**src/rtl/spawn_scheduler.sv**
```systemverilog
// Spawn scheduler: waits a random number of frame ticks, then offers one spawn
// request (random x and type) to the object manager and re-arms with a new gap.
module spawn_scheduler #(
  parameter int unsigned MIN_GAP = 30,
  parameter int unsigned X_MAX   = 640
) (
  input  logic        clk_in,
  input  logic        rst_in,
  input  logic [15:0] rand_in,
  input  logic        enable_in,
  input  logic        tick_in,
  input  logic        spawn_ready_in,
  output logic        spawn_valid_out,
  output logic [9:0]  spawn_x_out,
  output logic [1:0]  spawn_type_out,
  output logic [15:0] spawn_count_out,
  output logic [1:0]  dbg_state_out
);

  typedef enum logic [1:0] {
    ST_IDLE  = 2'd0,
    ST_WAIT  = 2'd1,
    ST_ISSUE = 2'd2
  } state_t;

  localparam logic [15:0] MIN_GAP_W = 16'(MIN_GAP);
  localparam logic [19:0] X_MAX_W   = 20'(X_MAX);

  state_t      state_q, state_d;
  logic [15:0] cnt_q, cnt_d;
  logic        spawn_valid_q, spawn_valid_d;
  logic [9:0]  spawn_x_q, spawn_x_d;
  logic [1:0]  spawn_type_q, spawn_type_d;
  logic [15:0] spawn_count_q, spawn_count_d;

  logic [15:0] gap;
  logic [19:0] x_prod;
  logic        accept;

  // Scaling by X_MAX/1024 maps the 10-bit random field onto 0..X_MAX-1 without a divider.
  assign gap    = MIN_GAP_W + {12'd0, rand_in[5:2]};
  assign x_prod = {10'd0, rand_in[15:6]} * X_MAX_W;

  // Handshake: a request is offered while spawn_valid_out=1 with x/type held
  // stable; it transfers on any rising edge where valid and ready are both 1.
  assign accept = spawn_valid_q & spawn_ready_in;

  always_comb begin
    state_d       = state_q;
    cnt_d         = cnt_q;
    spawn_valid_d = spawn_valid_q;
    spawn_x_d     = spawn_x_q;
    spawn_type_d  = spawn_type_q;
    spawn_count_d = spawn_count_q;
    case (state_q)
      ST_IDLE: begin
        if (enable_in) begin
          cnt_d   = gap;
          state_d = ST_WAIT;
        end
      end
      ST_WAIT: begin
        if (!enable_in) begin
          cnt_d   = 16'd0;
          state_d = ST_IDLE;
        end else if (tick_in) begin
          if (cnt_q == 16'd1) begin
            state_d       = ST_ISSUE;
            spawn_valid_d = 1'b1;
            spawn_x_d     = x_prod[19:10];
            spawn_type_d  = rand_in[1:0];
          end else begin
            cnt_d = cnt_q - 16'd1;
          end
        end
      end
      ST_ISSUE: begin
        // A pending request is always delivered, even if enable drops meanwhile.
        if (accept) begin
          spawn_valid_d = 1'b0;
          if (spawn_count_q != 16'hFFFF) spawn_count_d = spawn_count_q + 16'd1;
          if (enable_in) begin
            cnt_d   = gap;
            state_d = ST_WAIT;
          end else begin
            state_d = ST_IDLE;
          end
        end
      end
      default: begin
        state_d       = ST_IDLE;
        spawn_valid_d = 1'b0;
      end
    endcase
  end

  always_ff @(posedge clk_in) begin
    if (rst_in) begin
      state_q       <= ST_IDLE;
      cnt_q         <= 16'd0;
      spawn_valid_q <= 1'b0;
      spawn_x_q     <= 10'd0;
      spawn_type_q  <= 2'd0;
      spawn_count_q <= 16'd0;
    end else begin
      state_q       <= state_d;
      cnt_q         <= cnt_d;
      spawn_valid_q <= spawn_valid_d;
      spawn_x_q     <= spawn_x_d;
      spawn_type_q  <= spawn_type_d;
      spawn_count_q <= spawn_count_d;
    end
  end

  assign spawn_valid_out = spawn_valid_q;
  assign spawn_x_out     = spawn_x_q;
  assign spawn_type_out  = spawn_type_q;
  assign spawn_count_out = spawn_count_q;
  assign dbg_state_out   = state_q;

endmodule

```
**config.mk**
```make
export PLATFORM = sky130hd
export DESIGN_NAME = spawn_scheduler
export DESIGN_NICKNAME = d
export VERILOG_FILES = /design/src/rtl/spawn_scheduler.sv
export SDC_FILE = /design/constraint.sdc
export NUM_CORES = 1
export LEC_CHECK = 0
export BUFFER_PORTS_ARGS = -buffer_cell sky130_fd_sc_hd__buf_2
export CAP_MARGIN = 5
export CORE_MARGIN = 1.5
export CORE_UTILIZATION = 56
export DETAILED_ROUTE_END_ITERATION = 8
export MAX_ROUTING_LAYER = met4
export PLACE_DENSITY = 0.87
export SLEW_MARGIN = 15
export SYNTH_ARGS = -nofsm -noshare
export SYNTH_HDL_FRONTEND = slang
export SYNTH_SLANG_ARGS = --single-unit
export TNS_END_PERCENT = 50
```
**constraint.sdc**
```tcl
create_clock -name clk_in -period 3.1 [get_ports clk_in]
set_input_delay 0.465 -clock clk_in [delete_from_list [all_inputs] [get_ports clk_in]]
set_output_delay 0.465 -clock clk_in [all_outputs]
set_load 0.02 [all_outputs]
```
Word-level counts from Yosys, hierarchy flattened
Index checks and enable logic that the tools add are counted.
{ "word_totals": {"input_bits": 21, "out_inout_bits": 31, "reg_bits": 47, "word_cells": 49} }
{ "classes": {"reduce_logical": 7, "eq_ne": 12, "addsub": 3, "bitwise_logic": 2, "n_mul": 1, "n_mux": 18} }
{ "ops": {"columns": ["operator", "n"], "rows": [
  ["$mux 16", 5],
  ["$pmux 16 s3", 1],
  ["$add 16x1->16 const B", 1],
  ["$eq 16x1->1 const B", 1],
  ["$ne 16x16->1 const B", 1],
  ["$sub 16x1->16 const B", 1],
  ["$mul 10x3->13 const B", 1],
  ["$reduce_and 4->1", 3],
  ["$mux 2", 5],
  ["$ne 2x2->1 const B", 5],
  ["$ne 3x3->1 const B", 3],
  ["$add 5x4->6 const A", 1],
  ["$pmux 2 s3", 1],
  ["$mux 1", 5],
  ["$reduce_and 5->1", 1],
  ["$pmux 1 s3", 1],
  ["$reduce_and 3->1", 1],
  ["$reduce_bool 3->1", 1],
  ["$eq 2x1->1 const B", 1],
  ["$eq 2x2->1 const B", 1],
  ["$logic_not 2->1", 1],
  ["$and 1x1->1", 1],
  ["$not 1->1", 1]
]} }

Depth between registers and ports, before layout
Gate-level depths: netlist of run 1.
{ "depth": {"word_depth": 5, "mapped_depth": 8, "mapped_depth_nobuf": 8} }

Least setup slack after synthesis of run 1
Ideal clock, no wire load.
{ "synth_timing": {"path_type": "input to register", "start": "input port rand_in[7]", "end": "register spawn_x_q[6] (netlist: spawn_x_out[6])", "path_slack_ns": 0.665, "arrival_ns": 2.313, "n_path_buf": 0, "required_ns": 2.978, "stages": 8, "setup_time_ns": 0.122, "cell_sequence": "ha_1 ha_1 fa_1 a211oi_1 o21bai_1 a21oi_1 nor4_1 a311o_1"} }
{ "synth_via": {"elab_chain_len": 1} }
{ "synth_rtl": {"columns": ["item", "line", "rtl"], "rows": [
  ["start, declared", "9", "input logic [15:0] rand_in,"],
  ["$mul 10x3->13", "42", "assign x_prod = {10'd0, rand_in[15:6]} * X_MAX_W;"],
  ["end signal, assigned", "109", "spawn_x_q <= spawn_x_d;"],
  ["end, declared", "32", "logic [9:0] spawn_x_q, spawn_x_d;"]
]} }
Every way passes these cells.
A chain may end at the register's enable or synchronous reset.

Final worst setup path of run 1
{ "layout_timing": {"start": "input port rand_in[9]", "end": "register spawn_x_q[6] (netlist: spawn_x_out[6])"} }
The elaborated chain is that of the path after synthesis.

==> impl_metrics.env, run 1 <==
export IMPL_status="finished clean"
export IMPL_final_common_cell="buf_2"
export IMPL_syn_area_sq_um=2780
export IMPL_ant_nets=0
export IMPL_io_pins=52
export IMPL_grt_antenna_before_repair=0
export IMPL_grt_pass1_wl_mm=10.3
export IMPL_final_cell_mix="51 x buf_2, 47 x dfxtp_1, 37 x nor2_1, 28 x nand2_1, 24 x a21oi_1"
export IMPL_final_setup_viol_count=0
export IMPL_rows=25
export IMPL_synth_seq_area_share_pct=33.8
export IMPL_wl_met1_mm=2.87
export IMPL_critPathArrivalTime_ps=2640
export IMPL_vias=2617
export IMPL_slowest_delay_ps=450
export IMPL_syn_inst=335
export IMPL_crit_type="in2reg"
export IMPL_cp_max_fo=3
export IMPL_final_min_clock_period_ps=2440
export IMPL_insertedDiodeCount=0
export IMPL_port_buffers=51
export IMPL_cts_root_buf="clkbuf_8"
export IMPL_max_slew_worst_pin_slew_ps=783
export IMPL_post_cts_buffers=0
export IMPL_crit_family="compound AO/OA/AOI/OAI gates"
export IMPL_drc=0
export IMPL_final_util_pct=66.3
export IMPL_fp_dieW_microns=73.5
export IMPL_dp_hpwl_mm=4.55
export IMPL_fmaxAchievable_mhz=409
export IMPL_wl_per_cell_microns=13.8
export IMPL_maxCapViolCount=0
export IMPL_routed_wirelength_mm=6.17
export IMPL_synth_seq_cells=47
export IMPL_synth_distinct_cells=53
export IMPL_crit_buf_inv=1
export IMPL_fin_crit_sh_pct=78.8
export IMPL_slew_limit_headroom_pct=47.8
export IMPL_fin_skew_ps=8.82
export IMPL_ys_warn_count=0
export IMPL_p_total_w=0.00126
export IMPL_crit_path_end_kind="flop"
export IMPL_cpMaxStageDelayCell="fa_1"
export IMPL_drtPass1Iterations=4
export IMPL_path_cells="buf_2 > ha_1 > ha_1 > fa_1 > a211oi_1 > o21bai_1 > a21oi_1 > nor4_1 > a311o_1"
export IMPL_ir_drop_mv=0.288
export IMPL_start_util_pct=58.5
export IMPL_drt_first_iter_violations=142
export IMPL_wl_met2_mm=2.91
export IMPL_fin_setup_tns_ps=0
export IMPL_synth_area_per_cell_sq_um=8.31
export IMPL_grt_max_degree=43
export IMPL_cts_made_buffers=5
export IMPL_dieHeight_microns=73.5
export IMPL_viasPerCell=5.84
export IMPL_gp_congestion=0.882
export IMPL_hold_viol_final=0
export IMPL_fill_cells=402
export IMPL_ctsResizeCount=0
export IMPL_maxUsedRoutingLayer="met4"
export IMPL_critPathRequiredTime_ps=3290
export IMPL_cts_reportedPaths_clkPinSlew_ps=80
export IMPL_cts_htree_levels=2
export IMPL_p_leak_nw=1.36
export IMPL_start_kind="input pin"
export IMPL_grt_pass1_vias=2374
export IMPL_grt_use_total_pct=24.7
export IMPL_dieArea_sq_um=5400
export IMPL_overflow=0
export IMPL_synth_nets=377
export IMPL_cts_sink_count=47
export IMPL_clk_latency_ps=300
export IMPL_dr_wl_met3_microns=276
export IMPL_crit_top_cell="ha_1"
export IMPL_slew_violations=0
export IMPL_rsz0062_at_grt="no"
export IMPL_synth_top_flop_cell="dfxtp_1"
export IMPL_cts_tree="yes"
export IMPL_clock_path_buffers=2
export IMPL_core_area_sq_um=4750
export IMPL_cellPowerDensity_nw_per_um2=399
export IMPL_layout_nets=423
export IMPL_layout_drive_gt1_share_pct=18.1
export IMPL_hold_path_class="in2reg"
export IMPL_area_growth_pct=13.2
export IMPL_ctsHoldBuffers=0
export IMPL_async_reset_ff_share_pct=0
export IMPL_synth_edf_count=0
-- cell families after synthesis --
kind of cell,count (synthesis),share of synthesized area (%)
DFF,47,33.8
adders and majority gates,21,9.71
and+or+nand+nor,136,25.5
xor gates and xnor gates,20,6.30
AOI/OAI and AO/OA,85,20.5
muxes,1,0.360
buffers and inverters,25,3.82
-- final timing paths --
check        cells past startpoint  slack [ps]                end            from
max                              9         660     spawn_x_out[6]      rand_in[9]
min                              3         400  spawn_type_out[0]      rand_in[0]
max reg2reg                      5         880           cnt_q[3]        cnt_q[4]
min reg2reg                      2         460     spawn_x_out[1]  spawn_x_out[1]
-- stage by stage --
stage / cells / area [sq um] / hold slack, ps / worst slack [ps]
after floorplan: 335 / 2780 / 460 / 665
after global placement: 441 / 3070 / 435 / 436
after detailed placement: 441 / 3070 / 448 / 356
after CTS: 448 / 3150 / 393 / 672
after global routing: 448 / 3150 / 401 / 539
final: 448 / 3150 / 400 / 657
-- cells in the mapped netlist (10+ instances only) --
master	n	area [sq um]
ha_1	20	250
nand3_1	11	55.1
o21ai_0	20	100
nor2_1	37	139
inv_1	12	45.0
xor2_1	19	166
a21oi_1	24	120
nor3_1	10	50.1
dfxtp_1	47	941
nand2_1	28	105
nand4_1	10	62.6
-- metal layers --
layer | up-vias | GRT usage (%)
li1 | 1313 | -
met1 | 1217 | 30.9
met2 | 75 | 40.1
met3 | 12 | 3.84
met4 | 0 | 9.26
met5 | - | -
-- area by class of cell --
cell class / count / area (sq um) / area share [%]
Inverter: 12 / 45.0 / 1.43
Clock buffer: 5 / 68.8 / 2.18
Tap cell: 67 / 83.8 / 2.66
Sequential cell: 47 / 941 / 29.9
Multi-Input combinational cell: 263 / 1740 / 55.1
Clock inverter: 2 / 13.8 / 0.437
Timing Repair Buffer: 52 / 263 / 8.34
-- state kept, by name (all words and copies together), names as in the netlist --
register         cells
cnt_q               16
spawn_count_out     16
spawn_valid_out      1
spawn_x_out         10
dbg_state_out        2
spawn_type_out       2
-- worst register-to-register path, cell delays in order (launching register included) --
cell     delay, ps
dfxtp_1        360
nor3_1         360
nand4_1        470
o21ai_2        610
o21ai_0        180
a21oi_1        170
-- power by group --
group / total, W / switching (W) / internal (W)
clock network: 0.000357 / 0.000203 / 0.000154
registers: 0.000637 / 0.0000181 / 0.000619
logic: 0.000263 / 0.000161 / 0.000102
total: 0.00126 / 0.000382 / 0.000874
Note: power is estimated with default switching activity, not from simulation.
==> inputs of run 2 (changes only) <==
==> constraint.sdc (replaced) <==
create_clock -name clk_in -period 2.3 [get_ports clk_in]
set_input_delay 0.345 -clock clk_in [delete_from_list [all_inputs] [get_ports clk_in]]
set_output_delay 0.345 -clock clk_in [all_outputs]
set_load 0.02 [all_outputs]
==> run 2 against run 1 <==
Sequential share of layout area down 1.2 points. Setup slack worse by 440 ps. Total power up 55%. Via count up 2.3%. Register-to-register slack worse by 660 ps. Sequential cell count unchanged. Non-clock buffer count up 10. Clock power up 99%. Combinational power up 43%. Highest routed layer unchanged.
==> impl_metrics.env, run 2 (synthesized netlist as in run 1, its figures left out) <==
export IMPL_dieHeight_microns=73.5
export IMPL_vias=2676
export IMPL_overflow=0
export IMPL_final_min_clock_period_ps=2080
export IMPL_cellPowerDensity_nw_per_um2=592
export IMPL_cts_tree="yes"
export IMPL_hold_viol_final=0
export IMPL_cts_made_buffers=5
export IMPL_rows=25
export IMPL_start_kind="input pin"
export IMPL_dieArea_sq_um=5400
export IMPL_gp_congestion=0.873
export IMPL_core_area_sq_um=4750
export IMPL_crit_type="in2reg"
export IMPL_drt_first_iter_violations=158
export IMPL_post_cts_buffers=0
export IMPL_clock_path_buffers=2
export IMPL_maxCapViolCount=0
export IMPL_ir_drop_mv=0.482
export IMPL_path_cells="buf_2 > ha_1 > ha_1 > fa_1 > a211oi_2 > o21bai_1 > a21oi_1 > nor4_1 > a311o_1"
export IMPL_fmaxAchievable_mhz=480
export IMPL_final_cell_mix="51 x buf_2, 47 x dfxtp_1, 37 x nor2_1, 28 x nand2_1, 24 x a21oi_1"
export IMPL_final_setup_viol_count=0
export IMPL_grt_pass1_vias=2493
export IMPL_slew_violations=0
export IMPL_area_growth_pct=17.9
export IMPL_max_slew_worst_pin_slew_ps=544
export IMPL_wl_per_cell_microns=14.1
export IMPL_p_leak_nw=1.43
export IMPL_final_common_cell="buf_2"
export IMPL_cts_htree_levels=2
export IMPL_port_buffers=51
export IMPL_crit_top_cell="ha_1"
export IMPL_cpMaxStageDelayCell="fa_1"
export IMPL_critPathArrivalTime_ps=2280
export IMPL_cts_root_buf="clkbuf_8"
export IMPL_critPathRequiredTime_ps=2500
export IMPL_multi_input_area_sq_um=1740
export IMPL_rsz0062_at_grt="no"
export IMPL_ctsHoldBuffers=0
export IMPL_start_util_pct=58.5
export IMPL_insertedDiodeCount=0
export IMPL_regArea_sq_um=941
export IMPL_clk_latency_ps=300
export IMPL_fin_skew_ps=8.17
export IMPL_crit_path_end_kind="flop"
export IMPL_grt_pass1_wl_mm=10.9
export IMPL_fin_cells=459
export IMPL_ctsResizeCount=0
export IMPL_hold_path_class="in2reg"
export IMPL_cts_sink_count=47
export IMPL_dpl_cell_count=451
export IMPL_slowest_delay_ps=400
export IMPL_ant_nets=0
export IMPL_dp_hpwl_mm=4.83
export IMPL_drtPass1Iterations=4
export IMPL_grt_use_total_pct=26.0
export IMPL_grt_antenna_before_repair=0
export IMPL_timing_hold_ws_ps=272
export IMPL_layout_nets=433
export IMPL_cp_max_fo=2
export IMPL_p_total_w=0.00194
export IMPL_routed_wirelength_mm=6.49
export IMPL_layout_drive_gt1_share_pct=20.4
export IMPL_cts_reportedPaths_clkPinSlew_ps=90
export IMPL_drc=0
export IMPL_slew_limit_headroom_pct=63.4
export IMPL_io_pins=52
export IMPL_grt_max_degree=23
export IMPL_final_util_pct=69.0
export IMPL_fill_cells=387
export IMPL_viasPerCell=5.83
export IMPL_fin_crit_sh_pct=90.6
export IMPL_fp_dieW_microns=73.5
export IMPL_status="finished clean"
## run 2: cell count changes in the layout (fill, tap and decap cells not counted)
cell	previous run	this run
bufinv_16	0	2
clkbuf_1	0	1
a211oi_2	0	1
a211oi_1	5	4
clkinv_4	1	0
clkinv_2	1	0
buf_4	1	11
## run 2: area by class of cell
type | instances | area share, %
multi-input combinational | 263 | 53.1
sequential | 47 | 28.7
timing repair buffer | 62 | 10.3
tap | 67 | 2.56
clock buffer | 6 | 2.21
clock inverter | 2 | 1.83
inverter | 12 | 1.37
## run 2: where the power goes
part | total (W) | internal [W] | switching, W
Clock | 0.000709 | 0.000434 | 0.000275
Combinational | 0.000377 | 0.000153 | 0.000224
Sequential | 0.000857 | 0.000834 | 0.0000236
## run 2: path summary, 6_finish.rpt
path / start / to / slack [ps] / cells past startpoint
setup / recovery: rand_in[7] / spawn_x_out[6] / 220 / 9
hold / removal: rand_in[1] / spawn_type_out[1] / 270 / 3
setup reg to reg: dbg_state_out[0] / cnt_q[12] / 220 / 5
hold reg to reg: spawn_x_out[0] / spawn_x_out[0] / 450 / 2
## run 2: per-layer routing
layer | vias up | GRT usage [%] | wire length (microns)
li1 | 1333 | - | -
met1 | 1251 | 30.8 | 2900
met2 | 82 | 42.8 | 3190
met3 | 10 | 6.58 | 323
met4 | 0 | 9.05 | 86
met5 | - | - | 0
## run 2: stage by stage
stage	area, sq um	setup WS (ps)	TNS [ps]
finish	3280	216	0
global route	3280	83.0	0
CTS	3280	225	0
detailed placement	3150	-101	-152
global placement	3150	-57.3	-81.7
floorplan	2790	50.4	0
## run 2: worst max-delay path: cells and delay by family
family,cells,cell delay [ps]
buffers and inverters,1,100
adders and majority gates,3,900
AOI/OAI and AO/OA,4,870
and+or+nand+nor,1,70
==> inputs of run 3 (changes only) <==
--- a/config.mk
+++ b/config.mk
@@ -8,12 +8,12 @@
 export BUFFER_PORTS_ARGS = -buffer_cell sky130_fd_sc_hd__buf_2
 export CAP_MARGIN = 5
 export CORE_MARGIN = 1.5
-export CORE_UTILIZATION = 56
+export CORE_UTILIZATION = 60
 export DETAILED_ROUTE_END_ITERATION = 8
 export MAX_ROUTING_LAYER = met4
-export PLACE_DENSITY = 0.87
+export PLACE_DENSITY = 0.92
 export SLEW_MARGIN = 15
 export SYNTH_ARGS = -nofsm -noshare
 export SYNTH_HDL_FRONTEND = slang
 export SYNTH_SLANG_ARGS = --single-unit
-export TNS_END_PERCENT = 50
+export TNS_END_PERCENT = 20
==> constraint.sdc (replaced) <==
create_clock -name clk_in -period 2.6 [get_ports clk_in]
set_input_delay 0.39 -clock clk_in [delete_from_list [all_inputs] [get_ports clk_in]]
set_output_delay 0.39 -clock clk_in [all_outputs]
set_load 0.02 [all_outputs]
==> run 3 against run 2 <==
Non-clock buffer count shrank 5. Final area shrank 2.7%. Global-route usage up 1.9 points. First-iteration DRC count is 20% lower. Critical path depth stayed put. Setup slack improved by 86 ps. Clock power fell by 26%. Cell count shrank 4.6%. Core utilization up 3.3 points. Combinational power is 12% lower. Largest cell class unchanged. Highest routed layer unchanged.
==> impl_metrics.env, run 3 (synthesized netlist as in run 1, its figures left out) <==
export IMPL_grt_antenna_before_repair=0
export IMPL_drc=0
export IMPL_io_pins=52
export IMPL_overflow=0
export IMPL_hold_path_depth=3
export IMPL_p_leak_nw=1.39
export IMPL_grt_use_total_pct=27.9
export IMPL_comb_power_share_pct=20.6
export IMPL_clk_latency_ps=310
export IMPL_core_area_sq_um=4410
export IMPL_final_common_cell="buf_2"
export IMPL_final_util_pct=72.3
export IMPL_cts_made_buffers=5
export IMPL_final_cell_mix="51 x buf_2, 47 x dfxtp_1, 37 x nor2_1, 28 x nand2_1, 24 x a21oi_1"
export IMPL_pre_cts_slack_ps=-9.73
export IMPL_p_clk_share_pct=32.6
export IMPL_grt_pass1_vias=2631
export IMPL_rows=24
export IMPL_cts_reportedPaths_clkPinSlew_ps=80
export IMPL_crit_top_cell="ha_1"
export IMPL_cts_tree="yes"
export IMPL_p_sw_w=0.000469
export IMPL_switching_share_pct=28.9
export IMPL_drtPass1Iterations=4
export IMPL_path_cells="buf_2 > ha_1 > ha_1 > fa_1 > a211oi_1 > o21bai_1 > a21oi_1 > nor4_1 > a311o_1"
export IMPL_dp_hpwl_mm=4.66
export IMPL_gp_congestion=0.896
export IMPL_layout_drive_gt1_share_pct=19.2
export IMPL_fin_skew_ps=11.8
export IMPL_cts_htree_levels=2
export IMPL_fill_cells=338
export IMPL_cts_root_buf="clkbuf_8"
export IMPL_fin_crit_sh_pct=88.4
export IMPL_hold_viol_final=0
export IMPL_ant_nets=0
export IMPL_vias=2660
export IMPL_internal_power_w=0.00115
export IMPL_hold_path_class="in2reg"
export IMPL_cp_max_fo=2
export IMPL_wl_per_cell_microns=14.7
export IMPL_post_cts_buffers=0
export IMPL_slew_limit_headroom_pct=63.4
export IMPL_start_util_pct=63.0
export IMPL_area_growth_pct=14.7
export IMPL_crit_path_end_kind="flop"
export IMPL_crit_type="in2reg"
export IMPL_layout_nets=428
export IMPL_cellPowerDensity_nw_per_um2=508
export IMPL_status="finished clean"
export IMPL_rsz0062_at_grt="no"
export IMPL_dieHeight_microns=71.1
export IMPL_dieArea_sq_um=5060
export IMPL_final_setup_viol_count=0
export IMPL_fin_cells=438
export IMPL_grt_max_degree=42
export IMPL_ff2ff_path_depth=7
export IMPL_max_slew_worst_pin_slew_ps=545
export IMPL_start_kind="input pin"
export IMPL_insertedDiodeCount=0
export IMPL_cts_sink_count=47
export IMPL_ir_drop_mv=0.446
export IMPL_critPathArrivalTime_ps=2500
export IMPL_drt_first_iter_violations=127
export IMPL_slowest_delay_ps=420
export IMPL_ctsHoldBuffers=0
export IMPL_cpMaxStageDelayCell="fa_1"
export IMPL_layout_setup_ws_ps=302
export IMPL_port_buffers=51
export IMPL_critPathRequiredTime_ps=2800
export IMPL_fmaxAchievable_mhz=435
export IMPL_dpl_cell_count=431
export IMPL_slew_violations=0
export IMPL_p_total_w=0.00162
export IMPL_fp_dieW_microns=71.1
export IMPL_final_min_clock_period_ps=2300
export IMPL_grt_pass1_wl_mm=11.2
export IMPL_clock_path_buffers=2
export IMPL_viasPerCell=6.07
export IMPL_power_frac_seq_pct=46.9
export IMPL_maxCapViolCount=0
export IMPL_routed_wirelength_mm=6.42
export IMPL_ctsResizeCount=0
-- run 3: cell types whose count changed in the layout (fill, tap and decap cells not counted) --
cell	change
buf_4	-5
bufinv_16	-1
a211oi_1	+1
clkbuf_1	-1
a211oi_2	-1
clkinvlp_4	+1
-- run 3: power groups by stage --
stage                     Sequential (W)  Clock, W  Combinational [W]
after floorplan                 0.000771         0           0.000239
after global placement          0.000774         0           0.000312
after detailed placement        0.000776         0           0.000326
after CTS                       0.000759  0.000532           0.000330
after global routing            0.000763  0.000565           0.000375
final                           0.000760  0.000528           0.000333
-- run 3: area by class of cell --
class	count	area, sq um	area share [%]
Multi-Input combinational cell	263	1740	54.3
Clock inverter	2	37.5	1.18
Sequential cell	47	941	29.5
Inverter	12	45.0	1.41
Timing Repair Buffer	57	300	9.40
Tap cell	52	65.1	2.04
Clock buffer	5	68.8	2.16
-- run 3: path summary, 6_finish.rpt --
check / start / endpoint / slack (ps)
setup / recovery: rand_in[7] / spawn_x_out[6] / 300
setup reg to reg: cnt_q[1] / cnt_q[4] / 440
hold / removal: rand_in[1] / spawn_type_out[1] / 320
hold reg to reg: spawn_x_out[1] / spawn_x_out[1] / 450
-- run 3: metrics by stage --
step	setup TNS [ps]	hold WS [ps]	cell area [sq um]
after CTS	0	326	3190
after detailed placement	-15.3	441	3090
after global routing	0	332	3190
after floorplan	0	460	2780
final	0	324	3190
after global placement	0	436	3090
-- run 3: worst max-delay path: cells and delay by family --
kind,cells,cell delay [ps]
AND/OR/NAND/NOR,1,70
AO/OA/AOI/OAI,4,1000
buffers and inverters,1,100
adder cells (fa/ha/maj),3,930
-- run 3: metal layers --
metal  wire [microns]  track usage (%)  part of all wire [%]  vias up
met1             2780             32.1                    43     1252
met4               59             9.43                  0.92        0
li1                 -                -                     -     1329
met3              323             7.12                   5.0        7
met2             3260             47.4                    51       72
met5                0                -                     0        -
